===== src/rtl/flag_progress_anim.sv =====
// Animated Progress Pride flag pixel generator.
// Produces the chevron/rainbow colour of the current pixel one cycle after the
// coordinates are presented. Chevrons can wipe in from the left, and the
// rainbow field can scroll vertically, both paced by frame_start strobes.
//
// Ports:
//   clk          pixel clock
//   rst_n        asynchronous active-low reset
//   pix_x        current pixel column
//   pix_y        current pixel row
//   frame_start  one-cycle pulse per frame, paces the animation
//   go           one-cycle start pulse; samples mode
//   mode         0 static, 1 wipe-in, 2 scroll, 3 treated as static
//   color        registered pixel colour, RRGGBB
//   busy         high while a wipe is in progress
//   done         high once a wipe has completed; cleared by go or reset
module flag_progress_anim #(
   parameter int unsigned V_ACTIVE   = 480,
   parameter int unsigned CHEVRON_W  = 60,
   parameter int unsigned N_CHEVRONS = 5,
   parameter int unsigned APEX       = 180,
   parameter int unsigned STEP       = 4,
   parameter int unsigned SPEED_DIV  = 1
) (
   input  logic       clk,
   input  logic       rst_n,
   input  logic [9:0] pix_x,
   input  logic [9:0] pix_y,
   input  logic       frame_start,
   input  logic       go,
   input  logic [1:0] mode,
   output logic [5:0] color,
   output logic       busy,
   output logic       done
);

   localparam int unsigned CW = 6;
   localparam int unsigned PW = 10;
   localparam int unsigned AW = 16;
   localparam int unsigned DW = 8;

   localparam int unsigned STRIPE_H   = V_ACTIVE / 6;
   localparam int          SLIDE_RAW  = int'(V_ACTIVE / 2 + N_CHEVRONS * CHEVRON_W) - int'(APEX);
   localparam int          SLIDE_INIT = (SLIDE_RAW > 0) ? SLIDE_RAW : 0;

   localparam logic [CW-1:0] WHITE  = 6'h3F;
   localparam logic [CW-1:0] PINK   = 6'h3B;
   localparam logic [CW-1:0] LTBLUE = 6'h1F;
   localparam logic [CW-1:0] BROWN  = 6'h24;
   localparam logic [CW-1:0] BLACK  = 6'h00;
   localparam logic [CW-1:0] RED    = 6'h30;
   localparam logic [CW-1:0] ORANGE = 6'h34;
   localparam logic [CW-1:0] YELLOW = 6'h3C;
   localparam logic [CW-1:0] GREEN  = 6'h0C;
   localparam logic [CW-1:0] BLUE   = 6'h03;
   localparam logic [CW-1:0] PURPLE = 6'h22;

   typedef enum logic [1:0] {
      S_IDLE   = 2'd0,
      S_WIPE   = 2'd1,
      S_HOLD   = 2'd2,
      S_SCROLL = 2'd3
   } state_t;

   state_t        state_q, state_d;
   logic [AW-1:0] slide_q, slide_d;
   logic [AW-1:0] scroll_q, scroll_d;
   logic [DW-1:0] div_q, div_d;
   logic          busy_d, done_d;
   logic [CW-1:0] color_d;
   logic          advance_c;
   logic [AW-1:0] scroll_sum_c;

   logic signed [AW-1:0] y_c;
   logic signed [AW-1:0] tri_y_c;
   logic signed [AW-1:0] x_eff_c;
   logic        [AW-1:0] row_c;

   function automatic logic [CW-1:0] chevron_color(input int idx);
      case (idx)
         0:       chevron_color = WHITE;
         1:       chevron_color = PINK;
         2:       chevron_color = LTBLUE;
         3:       chevron_color = BROWN;
         default: chevron_color = BLACK;
      endcase
   endfunction

   // Pixel colour: folded chevron test first, rainbow stripe otherwise
   always_comb begin
      y_c     = AW'(pix_y);
      tri_y_c = (pix_y < PW'(V_ACTIVE / 2)) ? y_c : (AW'(V_ACTIVE - 1) - y_c);
      x_eff_c = AW'(pix_x) + slide_q;

      // Single conditional subtract is enough: pix_y and scroll are both below V_ACTIVE
      row_c = AW'(pix_y) + scroll_q;
      if (row_c >= AW'(V_ACTIVE)) begin
         row_c = row_c - AW'(V_ACTIVE);
      end

      if      (row_c < AW'(1 * STRIPE_H)) color_d = RED;
      else if (row_c < AW'(2 * STRIPE_H)) color_d = ORANGE;
      else if (row_c < AW'(3 * STRIPE_H)) color_d = YELLOW;
      else if (row_c < AW'(4 * STRIPE_H)) color_d = GREEN;
      else if (row_c < AW'(5 * STRIPE_H)) color_d = BLUE;
      else                                color_d = PURPLE;

      // Walk outermost to innermost so the lowest matching band is applied last
      for (int i = int'(N_CHEVRONS) - 1; i >= 0; i--) begin
         if (x_eff_c < (tri_y_c + AW'((i + 1) * int'(CHEVRON_W) - int'(APEX)))) begin
            color_d = chevron_color(i);
         end
      end
   end

   // Next-state logic: go restarts from any state, otherwise frame pacing
   always_comb begin
      state_d      = state_q;
      slide_d      = slide_q;
      scroll_d     = scroll_q;
      div_d        = div_q;
      busy_d       = busy;
      done_d       = done;
      advance_c    = 1'b0;
      scroll_sum_c = scroll_q + AW'(STEP);

      if (go) begin
         div_d  = '0;
         done_d = 1'b0;
         case (mode)
            2'd1: begin
               state_d  = S_WIPE;
               slide_d  = AW'(SLIDE_INIT);
               scroll_d = '0;
               busy_d   = 1'b1;
            end
            2'd2: begin
               state_d  = S_SCROLL;
               slide_d  = '0;
               scroll_d = '0;
               busy_d   = 1'b0;
            end
            default: begin
               state_d  = S_IDLE;
               slide_d  = '0;
               scroll_d = '0;
               busy_d   = 1'b0;
            end
         endcase
      end else begin
         case (state_q)
            S_IDLE: begin
               div_d    = '0;
               slide_d  = '0;
               scroll_d = '0;
            end
            S_HOLD: begin
               div_d   = '0;
               slide_d = '0;
            end
            S_WIPE, S_SCROLL: begin
               if (frame_start) begin
                  if (div_q >= DW'(SPEED_DIV - 1)) begin
                     div_d     = '0;
                     advance_c = 1'b1;
                  end else begin
                     div_d = div_q + DW'(1);
                  end
               end
               if (advance_c && (state_q == S_WIPE)) begin
                  if (slide_q <= AW'(STEP)) begin
                     slide_d = '0;
                     state_d = S_HOLD;
                     busy_d  = 1'b0;
                     done_d  = 1'b1;
                  end else begin
                     slide_d = slide_q - AW'(STEP);
                  end
               end
               if (advance_c && (state_q == S_SCROLL)) begin
                  scroll_d = (scroll_sum_c >= AW'(V_ACTIVE)) ? (scroll_sum_c - AW'(V_ACTIVE))
                                                              : scroll_sum_c;
               end
            end
            default: begin
               state_d = S_IDLE;
            end
         endcase
      end
   end

   // State and output registers
   always_ff @(posedge clk or negedge rst_n) begin
      if (!rst_n) begin
         state_q  <= S_IDLE;
         slide_q  <= '0;
         scroll_q <= '0;
         div_q    <= '0;
         busy     <= 1'b0;
         done     <= 1'b0;
         color    <= '0;
      end else begin
         state_q  <= state_d;
         slide_q  <= slide_d;
         scroll_q <= scroll_d;
         div_q    <= div_d;
         busy     <= busy_d;
         done     <= done_d;
         color    <= color_d;
      end
   end

endmodule


===== config.mk =====
export PLATFORM = sky130hd
export DESIGN_NAME = flag_progress_anim
export DESIGN_NICKNAME = d
export VERILOG_FILES = /design/src/rtl/flag_progress_anim.sv
export SDC_FILE = /design/constraint.sdc
export NUM_CORES = 1
export LEC_CHECK = 0
export CAP_MARGIN = 10
export CELL_PAD_IN_SITES_DETAIL_PLACEMENT = 0
export CELL_PAD_IN_SITES_GLOBAL_PLACEMENT = 2
export CORE_AREA = 3 3 128 130
export DETAILED_ROUTE_END_ITERATION = 12
export DIE_AREA = 0 0 131 133
export PLACE_DENSITY = 0.82
export SYNTH_ARGS = -nofsm -noshare
export SYNTH_HDL_FRONTEND = slang
export SYNTH_SLANG_ARGS = --single-unit

===== constraint.sdc =====
create_clock -name clk -period 4.5 [get_ports clk]
set_input_delay 1.125 -clock clk [delete_from_list [all_inputs] [get_ports clk]]
set_output_delay 1.125 -clock clk [all_outputs]
set_load 0.01 [all_outputs]

Yosys cells after proc, flatten, opt, wreduce, memory -nomap -nowiden --
Index checks and enable logic that the tools add are counted.
Storage, ports and cells: register bits 50, bits in writable memories 0, output and inout bits 8, latch bits 0, input bits 26, memories 0, ROM bits 0
Operators by class: multiplexer cells 43, divide/modulo/power cells 0, equal/unequal tests 8, bitwise gates (word level) 0, shifts and indexed selects 0, $lt $le $gt $ge 15, multipliers 0, add/sub/neg operators 12, reduce and logical (&&, ||, !) cells 11
Operator list (count):
- $mux W16 | 8
- $lt A16 B16 Y1 | 5
- $pmux W16 S2 | 2
- $mux W6 | 10
- $add A10 B16 Y16 | 2
- $add A16 B7 Y16 const B | 2
- $add A16 B8 Y16 const B | 2
- $ge A16 B9 Y1 const B | 2
- $lt A16 B8 Y1 const B | 2
- $lt A16 B9 Y1 const B | 2
- $sub A16 B9 Y16 const B | 2
- $mux W8 | 3
- $add A16 B3 Y16 const B | 1
- $le A16 B3 Y1 const B | 1
- $lt A16 B7 Y1 const B | 1
- $pmux W8 S2 | 1
- $sub A16 B3 Y16 const B | 1
- $mux W1 | 13
- $sub A9 B10 Y11 const A | 1
- $lt A10 B8 Y1 const B | 1
- $mux W9 | 1
- $ne A3 B3 Y1 const B | 3
- $add A8 B1 Y8 const B | 1
- $ge A8 B1 Y1 const B | 1
- 11 further kinds | 21

Longest topological paths before layout --
Gate-level depths: netlist (run 1).
word-level depth 14, mapped depth 21, depth with buffers taken out 20

Least setup slack after synthesis (run 1) --
No wires, ideal clock.
path kind input -> register, start input pix_y[5], end register color[0], setup time 0.124 ns, setup slack -0.290 ns, stages on the path 21, data required time 4.376 ns, arrival 4.665 ns, buffers on the path 1, cells stage by stage buf_2 -> nand4_1 -> nand2_1 -> xor2_1 -> inv_1 -> ha_1 -> nand2_1 -> nand2_1 -> a21oi_1 -> nor3_1 -> xnor2_1 -> ha_1 -> a21o_1 -> a21o_1 -> a211oi_1 -> o21bai_1 -> a21oi_1 -> o22ai_1 -> a21bo_2 -> nand2b_1 -> o21ai_1
On the way: word-level cells in the longest chain between the ends 14
Ends and longest elaborated chain:
- start: declaration | line 28 | input logic [9:0] pix_y,
- $add A10 B16 Y16 | line 96 | row_c = AW'(pix_y) + scroll_q;
- $sub A16 B9 Y16 or $ge A16 B9 Y1 (tied branches) | line 98, 97
- $mux W16 | line 97 | if (row_c >= AW'(V_ACTIVE)) begin
- $lt A16 B9 Y1 | line 105 | else if (row_c < AW'(5 * STRIPE_H)) color_d = BLUE;
- $mux W6 | line 105
- $mux W6 | line 104 | else if (row_c < AW'(4 * STRIPE_H)) color_d = GREEN;
- $mux W6 | line 103 | else if (row_c < AW'(3 * STRIPE_H)) color_d = YELLOW;
- $mux W6 | line 102 | else if (row_c < AW'(2 * STRIPE_H)) color_d = ORANGE;
- $mux W6 | line 101 | if (row_c < AW'(1 * STRIPE_H)) color_d = RED;
- $mux W6 (4 in series) | line 110 | if (x_eff_c < (tri_y_c + AW'((i + 1) * int'(CHEVRON_W) - int'(APEX)))) begin
- $mux W6 (*) | line 110
- net color_d[0] | line 70 | logic [CW-1:0] color_d;
- end signal: assignment | line 209 | color <= color_d;
- end: declaration | line 32 | output logic [5:0] color,
The timed path passes the listed nets; every way through them passes the cells marked *. A chain may end at the register's enable or synchronous reset.

Worst setup path after layout (run 1) --
start input pix_x[4], end register color[0]
On the way: word-level cells in the longest chain between the ends 7
Ends and longest elaborated chain:
- start: declaration | line 27 | input logic [9:0] pix_x,
- $add A10 B16 Y16 (*) | line 93 | x_eff_c = AW'(pix_x) + slide_q;
- $lt A16 B16 Y1 | line 110
- $mux W6 (4 in series) | line 110
- $mux W6 (*) | line 110
- net color_d[0] | line 70
Marked as above.

==> metrics.txt, run 1 <==
Gate power share=0.658; fraction of synthesized cell area in xor and xnor cells=0.101; crit share post-route=0.978; Placer Congestion=0.869; clock share of power=0.164; Synth area leader=ha_1; compound-cell area share of the yosys netlist=0.243; Hold EP=done; Die Wd=131 um; Critical Path Start Type=input port; Crit path arrival time=4.62 ns; Min Hold Slack=0.521 ns; DR WL/cell=16.3 um; max-slew violations=0; DIE AREA=0.0174 sq mm; Area growth syn-to-layout=38.6%; grt total ovfl=0; HPWL after DPL=14.2 mm; fraction of the mapped netlist area in adder cells=0.215; hold path startpoint=done; DR iter-0 viols=252; CP endpoint kind=flip-flop; clock-pin slew on the worst setup and hold paths=0.06 ns; first drt pass iteration count=4; Util after Layout=0.513; register share of total power=0.178; simple-gate share of the synthesized area=0.223; pwr dens=326 mW/mm^2; CP Class=input port to flip-flop; worst vdd ir=0.185 mV; Critical path origin=pix_x[4]; R2R Path Start=slide_q[4]; row cnt=45; final WL=17.7 mm; status=finished clean; initial antenna violation count=0; cell count of the worst hold path=2; CTS tree=yes; Synth top area share=0.215; design area=0.00782 sq mm; largest cells by area after synthesis=ha_1, dfrtp_1, xnor2_1; Avg Vias per Cell=5.46; NumNets Final=995; DP Area=0.00710 sq mm; GR Util All Layers=0.201; Max Clock Freq=227 MHz; first-pass GRT wire length=28.3 mm; Post-Syn Area=0.00564 sq mm; Ys Warns=0; syn_area_per_cell=7.82 sq um; largest family of logic cells by synthesized area=compound AO/OA/AOI/OAI gates; M1 GR Usage=0.274; root buf cell=clkbuf_16; pin count of the biggest net entering global routing=39; worst min-delay path category=flip-flop to flip-flop; Pint=0.00151 W; Seq/Total Area, Yosys=0.169; skew final=0.00314 ns; Most Crowded Layer GR=met2; Worst-Margin Slew=0.901 ns; mux contribution to synthesized area=0.0126; cells after synthesis=721; Worst Path Max Fanout=4; Leakage=3.65 nW; top_reg_cell synth=dfrtp_1; vias in the first global route=5,704; clk_lat worst skew=0.29 ns; Final Hold Violating Endpoints=0; switch share=0.409; chip height=133 um; CTS sink count=38; r2r endpoint=color[0]; Slew HR=0.399; ys async rst share=1.00; Starting Density=0.370; number of synthesized flops with an enable pin=0; synthesized flop and latch total=38; Setup TNS Final=0 ns; reported max-cap violation count=0; ANT nets after route=0; io pins=34; Num CTS Buffers=5; Final setup viols=0; count of cell types in the netlist=71; Syn Nets=844; Clock Tree Buf Depth=2; vias after detailed routing=5,923; H-tree depth=2; layout cell share with drive strength beyond 1=0.258; I/O Buffers=33; Worst R2R Setup Slack=0.73 ns; met3 Use GR=0.0190; net switching power=0.00104 W; met2 usage=0.337; min Tclk post-route=4.40 ns; # DRC=0; worst reg2reg path depth=18; Diodes inserted=0; CP Data Required Time=4.72 ns; Core ar.=0.0153 sq mm
==> worst max-delay path, cell delays in order <==
cell and delay (ns):
dlygate4sd2_1 0.25, ha_1 0.30, inv_1 0.05, o21bai_2 0.16, a21oi_2 0.08, o21bai_1 0.22
a21oi_2 0.13, o211a_1 0.31, nor2_4 0.21, nand2_4 0.09, xnor2_4 0.20, buf_6 0.14
ha_1 0.30, nand4_1 0.10, or2_2 0.29, o22ai_2 0.12, a21bo_4 0.27, nand2b_4 0.14
o21ai_1 0.12
==> flip-flops by register name (all words and copies together), names as in the netlist <==
signal,count
slide_q,14
done,1
color,6
state_q,2
scroll_q,14
busy,1
==> power by group through the flow <==
stage                     Combinational [W]  Clock (W)  Sequential [W]
after global routing                0.00185   0.000442        0.000460
after detailed placement            0.00149          0        0.000451
final                               0.00168   0.000418        0.000454
after CTS                           0.00156   0.000429        0.000449
after global placement              0.00147          0        0.000451
after floorplan                    0.000873          0        0.000432
==> area by class of cell <==
type / count / area [sq um]
clock inverters: 2 / 37.5
repair buffers: 169 / 1380
clock buffers: 6 / 129
flip-flops and latches: 38 / 951
multi-input cells: 628 / 4940
fillers: 1482 / 7440
inverters: 30 / 115
well taps: 211 / 264
==> through the flow <==
step / power (W) / worst slack [ns] / instances
floorplan: 0.00131 / 0.0138 / 721
global placement: 0.00192 / -0.568 / 1063
detailed placement: 0.00194 / -0.611 / 1063
CTS: 0.00244 / 0.00859 / 1074
global route: 0.00275 / -0.0738 / 1084
finish: 0.00255 / 0.0972 / 1084
==> cells in the mapped netlist, types with 18 or more instances <==
master    count
xor2_1       19
nand2_1      65
nand3_1      28
a21o_1       19
clkbuf_1     20
inv_1        30
nor3_1       18
ha_1         97
a21oi_1      43
dfrtp_1      38
nor2_1       58
o21ai_0      39
nand4_1      19
xnor2_1      44
==> what timing repair did <==
| item | in CTS | in global routing |
|---|---|---|
| setup buffers | 3 | 10 |
| endpoints found under the setup margin | 6 | 6 |
| hold buffers | 0 | 0 |
| resized for setup | 29 | 67 |
| pin swaps | 15 | 33 |
==> routing by layer <==
metal | share of wire | routed length (um) | vias up
met1 | 0.46 | 8180 | 2819
li1 | - | - | 2958
met4 | 0.020 | 354 | 0
met2 | 0.49 | 8640 | 123
met3 | 0.030 | 531 | 23
met5 | 0 | 0 | -
==> worst max path at each step <==
stage | to | slack (ns) | depth (start not counted)
after floorplan | color[0] | 0.01 | 21
final | color[0] | 0.1 | 19
after CTS | color[5] | 0.009 | 22
after detailed placement | color[5] | -0.61 | 21
after global placement | color[5] | -0.57 | 21
after global routing | color[0] | -0.07 | 19
==> kinds of logic (layout without fill, tap and decap cells) <==
family                     Yosys count  after routing
DFF                                 38             38
and+or+nand+nor                    255            255
AOI/OAI and AO/OA                  205            205
xor gates and xnor gates            64             64
adders and majority gates           97             97
buffers and inverters               55            207
muxes                                7              7
==> placed cells by master (no fill, tap or decap), types with 7 or more instances in the layout <==
master / instances
buf_4: 130
ha_1: 88
nand2_1: 60
nor2_1: 52
dfrtp_1: 38
xnor2_1: 37
a21oi_1: 36
o21ai_0: 35
inv_1: 28
nand3_1: 26
clkdlybuf4s50_1: 24
nand4_1: 19
a21o_1: 19
o21ai_1: 17
xor2_1: 16
nor3_1: 14
nor2b_1: 11
a31oi_1: 10
and3_1: 10
o31ai_1: 9
or3_1: 8
a22o_1: 7
and2_1: 7
(Power assumes the default switching activity.)
==> inputs of run 2 (changes only) <==
--- a/config.mk
+++ b/config.mk
@@ -11,6 +11,7 @@
 export CORE_AREA = 3 3 128 130
 export DETAILED_ROUTE_END_ITERATION = 12
 export DIE_AREA = 0 0 131 133
+export MAX_ROUTING_LAYER = met4
 export PLACE_DENSITY = 0.82
 export SYNTH_ARGS = -nofsm -noshare
 export SYNTH_HDL_FRONTEND = slang
==> run 2 against run 1 <==
Hold slack worse by 0.022 ns. Clock power up 15%. Die area stayed put. Clock-buffer cell count is the same. Sequential share of layout area grew 0.32 points. Fmax grew 1.7%. Combinational power is 5% lower. Flip-flop and latch count unchanged. Critical path type unchanged. Largest power group unchanged.
==> metrics.txt, run 2 (same netlist as run 1, synthesis figures left out) <==
Worst Path Max Fanout=5 (+1); grt total ovfl=0 (unchanged); DIE AREA=0.0174 sq mm (unchanged); min Tclk post-route=4.33 ns (-0.0742 ns); CTS sink count=38 (unchanged); CP endpoint kind=flip-flop; CP Class=input port to flip-flop; clock-pin slew on the worst setup and hold paths=0.06 ns (about the same); chip height=133 um (unchanged); skew final=0.00741 ns (+0.00428 ns); most frequent cells in the layout=buf_4, ha_1, nand2_1, nor2_1, xnor2_1; I/O Buffers=33 (unchanged); clk_lat worst skew=0.28 ns (about the same); H-tree depth=2 (unchanged); root buf cell=clkbuf_16; status=finished clean; largest registers=scroll_q x14, slide_q x14, color x6; vias in the first global route=5,684 (-0.35%); Slowest-stage cell, CP=o32ai_2; row cnt=45 (unchanged); worst-path cell chain=clkdlybuf4s15_1 > ha_4 > a21oi_4 > o21bai_2 > a21oi_2 > o21bai_2 > a21oi_2 > nor2b_1 > nor2_1 > xnor2_1 > buf_4 > ha_1 > a21o_1 > a21oi_1 > nor2b_1 > o21ai_0 > a21oi_1 > o32ai_2 > nor2b_4 > a21boi_2 > a41oi_1; DR iter-0 viols=249 (-1.2%); Worst-Margin Slew=0.879 ns (-0.0223 ns); crit-path leading delay family=compound AO/OA/AOI/OAI gates; WP buf/inv=2 (-1); first drt pass iteration count=4 (unchanged); final WL=17.3 mm (-2.1%); max incr delay on CP=0.37 ns (+0.06 ns); HPWL after DPL=14.2 mm (about the same); GR Util All Layers=0.202 (+0.00181); DR WL/cell=16.1 um (-1.2%); Final setup viols=0 (unchanged); Final Hold Violating Endpoints=0 (unchanged); Clock Tree Buf Depth=2 (unchanged); Die Wd=131 um (unchanged); Starting Density=0.370 (unchanged); Slew HR=0.414 (+0.0149); Placer Congestion=0.939 (+8.1%); pwr dens=332 mW/mm^2 (+1.9%); CP Data Required Time=4.70 ns (-0.02 ns); reported max-cap violation count=0 (unchanged); most common cell after layout, fill and taps aside=buf_4; worst vdd ir=0.176 mV (-4.8%); # DRC=0 (unchanged); Num CTS Buffers=5 (unchanged); Leakage=3.59 nW (-1.6%); Hold-fix buffers, CTS=0 (unchanged); power consumption=0.00253 W (-0.76%); Critical Path Start Type=input port; max-slew violations=0 (unchanged); vias after detailed routing=5,836 (-1.5%); pin count of the biggest net entering global routing=39 (unchanged); Setup TNS Final=0 ns (unchanged); Crit path arrival time=4.53 ns (-0.09 ns); Core ar.=0.0153 sq mm (unchanged); worst min-delay path category=flip-flop to flip-flop; Max Clock Freq=231 MHz (+1.7%); Area growth syn-to-layout=35.1%; NumNets Final=985 (-1.0%); layout cell share with drive strength beyond 1=0.232 (-0.0260); CTS tree=yes; first-pass GRT wire length=27.6 mm (-2.7%); ANT nets after route=0 (unchanged); Diodes inserted=0 (unchanged); initial antenna violation count=0 (unchanged); Avg Vias per Cell=5.43 (-0.55%); io pins=34 (unchanged); crit share post-route=0.962 (-0.0165)
run 2: changes by cell type in the layout (fill, tap and decap cells not counted), sizes merged:
cell,change
buf,-10
bufinv,+1
clkdlybuf4s15,+1
clkdlybuf4s50,-1
clkinvlp,-1
dlygate4sd2,-1
dlymetal6s2s,+1
run 2: through the flow:
| stage | util | cells | instance area [sq um] | setup WS (ns) | hold WS (ns) |
|---|---|---|---|---|---|
| 2_1_floorplan | - | 721 | 5680 | 0.0138 | 0.501 |
| 3_3_place_gp | 0.461 | 1054 | 7030 | -0.571 | 0.488 |
| 3_5_place_dp | 0.461 | 1054 | 7030 | -0.665 | 0.497 |
| 4_1_cts | 0.484 | 1064 | 7380 | 0.00398 | 0.511 |
| 5_1_grt | 0.499 | 1074 | 7620 | -0.0262 | 0.557 |
| 6_report | 0.499 | 1074 | 7620 | 0.171 | 0.499 |
run 2: worst paths after layout:
check                      slack [ns]            to       start  depth (start not counted)
setup / recovery                 0.17      color[5]    pix_x[3]                         21
hold / removal                   0.50          done        done                          2
setup reg to reg                 0.79      color[5]  slide_q[3]                         20
hold reg to reg                  0.50          done        done                          2
max in group asynchronous        2.99      color[1]       rst_n                          1
min in group asynchronous        0.95  scroll_q[13]       rst_n                          1
run 2: cell type report:
cell class / instances / area, sq um
Multi-Input combinational cell: 628 / 4790
Clock inverter: 2 / 60.1
Fill cell: 1463 / 7640
Tap cell: 211 / 264
Inverter: 30 / 113
Clock buffer: 6 / 139
Timing Repair Buffer: 159 / 1300
Sequential cell: 38 / 951
run 2: metal layers:
metal / global-route usage / up-vias / part of all wire
met1: 0.253 / 2783 / 0.45
met5: - / - / 0
met2: 0.342 / 98 / 0.50
met4: 0.0469 / 0 / 0.018
met3: 0.0291 / 22 / 0.040
li1: - / 2933 / -
run 2: worst reg2reg max path: cells and delay by family, from the launching register on:
family | cells | cell delay (ns)
xor gates and xnor gates | 1 | 0.09
adders and majority gates | 2 | 0.59
DFF | 1 | 0.42
and+or+nand+nor | 4 | 0.37
AOI/OAI and AO/OA | 12 | 1.99
buffers and inverters | 1 | 0.16
run 2: report_power, final:
| part | switching, W | total, W | leakage (nW) | internal (W) |
|---|---|---|---|---|
| logic | 0.000794 | 0.00160 | 3.00 | 0.000808 |
| clock network | 0.000148 | 0.000481 | 0.0971 | 0.000333 |
| registers | 0.0000608 | 0.000450 | 0.498 | 0.000389 |
run 2: repair_timing:
| item | CTS | global route |
|---|---|---|
| setup buffers | 2 | 10 |
| resized for setup | 29 | 40 |
| hold endpoints to repair | 0 | 0 |
| endpoints found under the setup margin | 6 | 6 |
| pin swaps | 20 | 22 |
==> inputs of run 3 (changes only) <==
--- a/config.mk
+++ b/config.mk
@@ -11,8 +11,10 @@
 export CORE_AREA = 3 3 128 130
 export DETAILED_ROUTE_END_ITERATION = 12
 export DIE_AREA = 0 0 131 133
+export HOLD_SLACK_MARGIN = 0.02
 export MAX_ROUTING_LAYER = met4
 export PLACE_DENSITY = 0.82
+export SLEW_MARGIN = 20
 export SYNTH_ARGS = -nofsm -noshare
 export SYNTH_HDL_FRONTEND = slang
 export SYNTH_SLANG_ARGS = --single-unit
==> results of run 3 <==
Same layout as run 2: the final DEF is identical, and so are final timing and power.
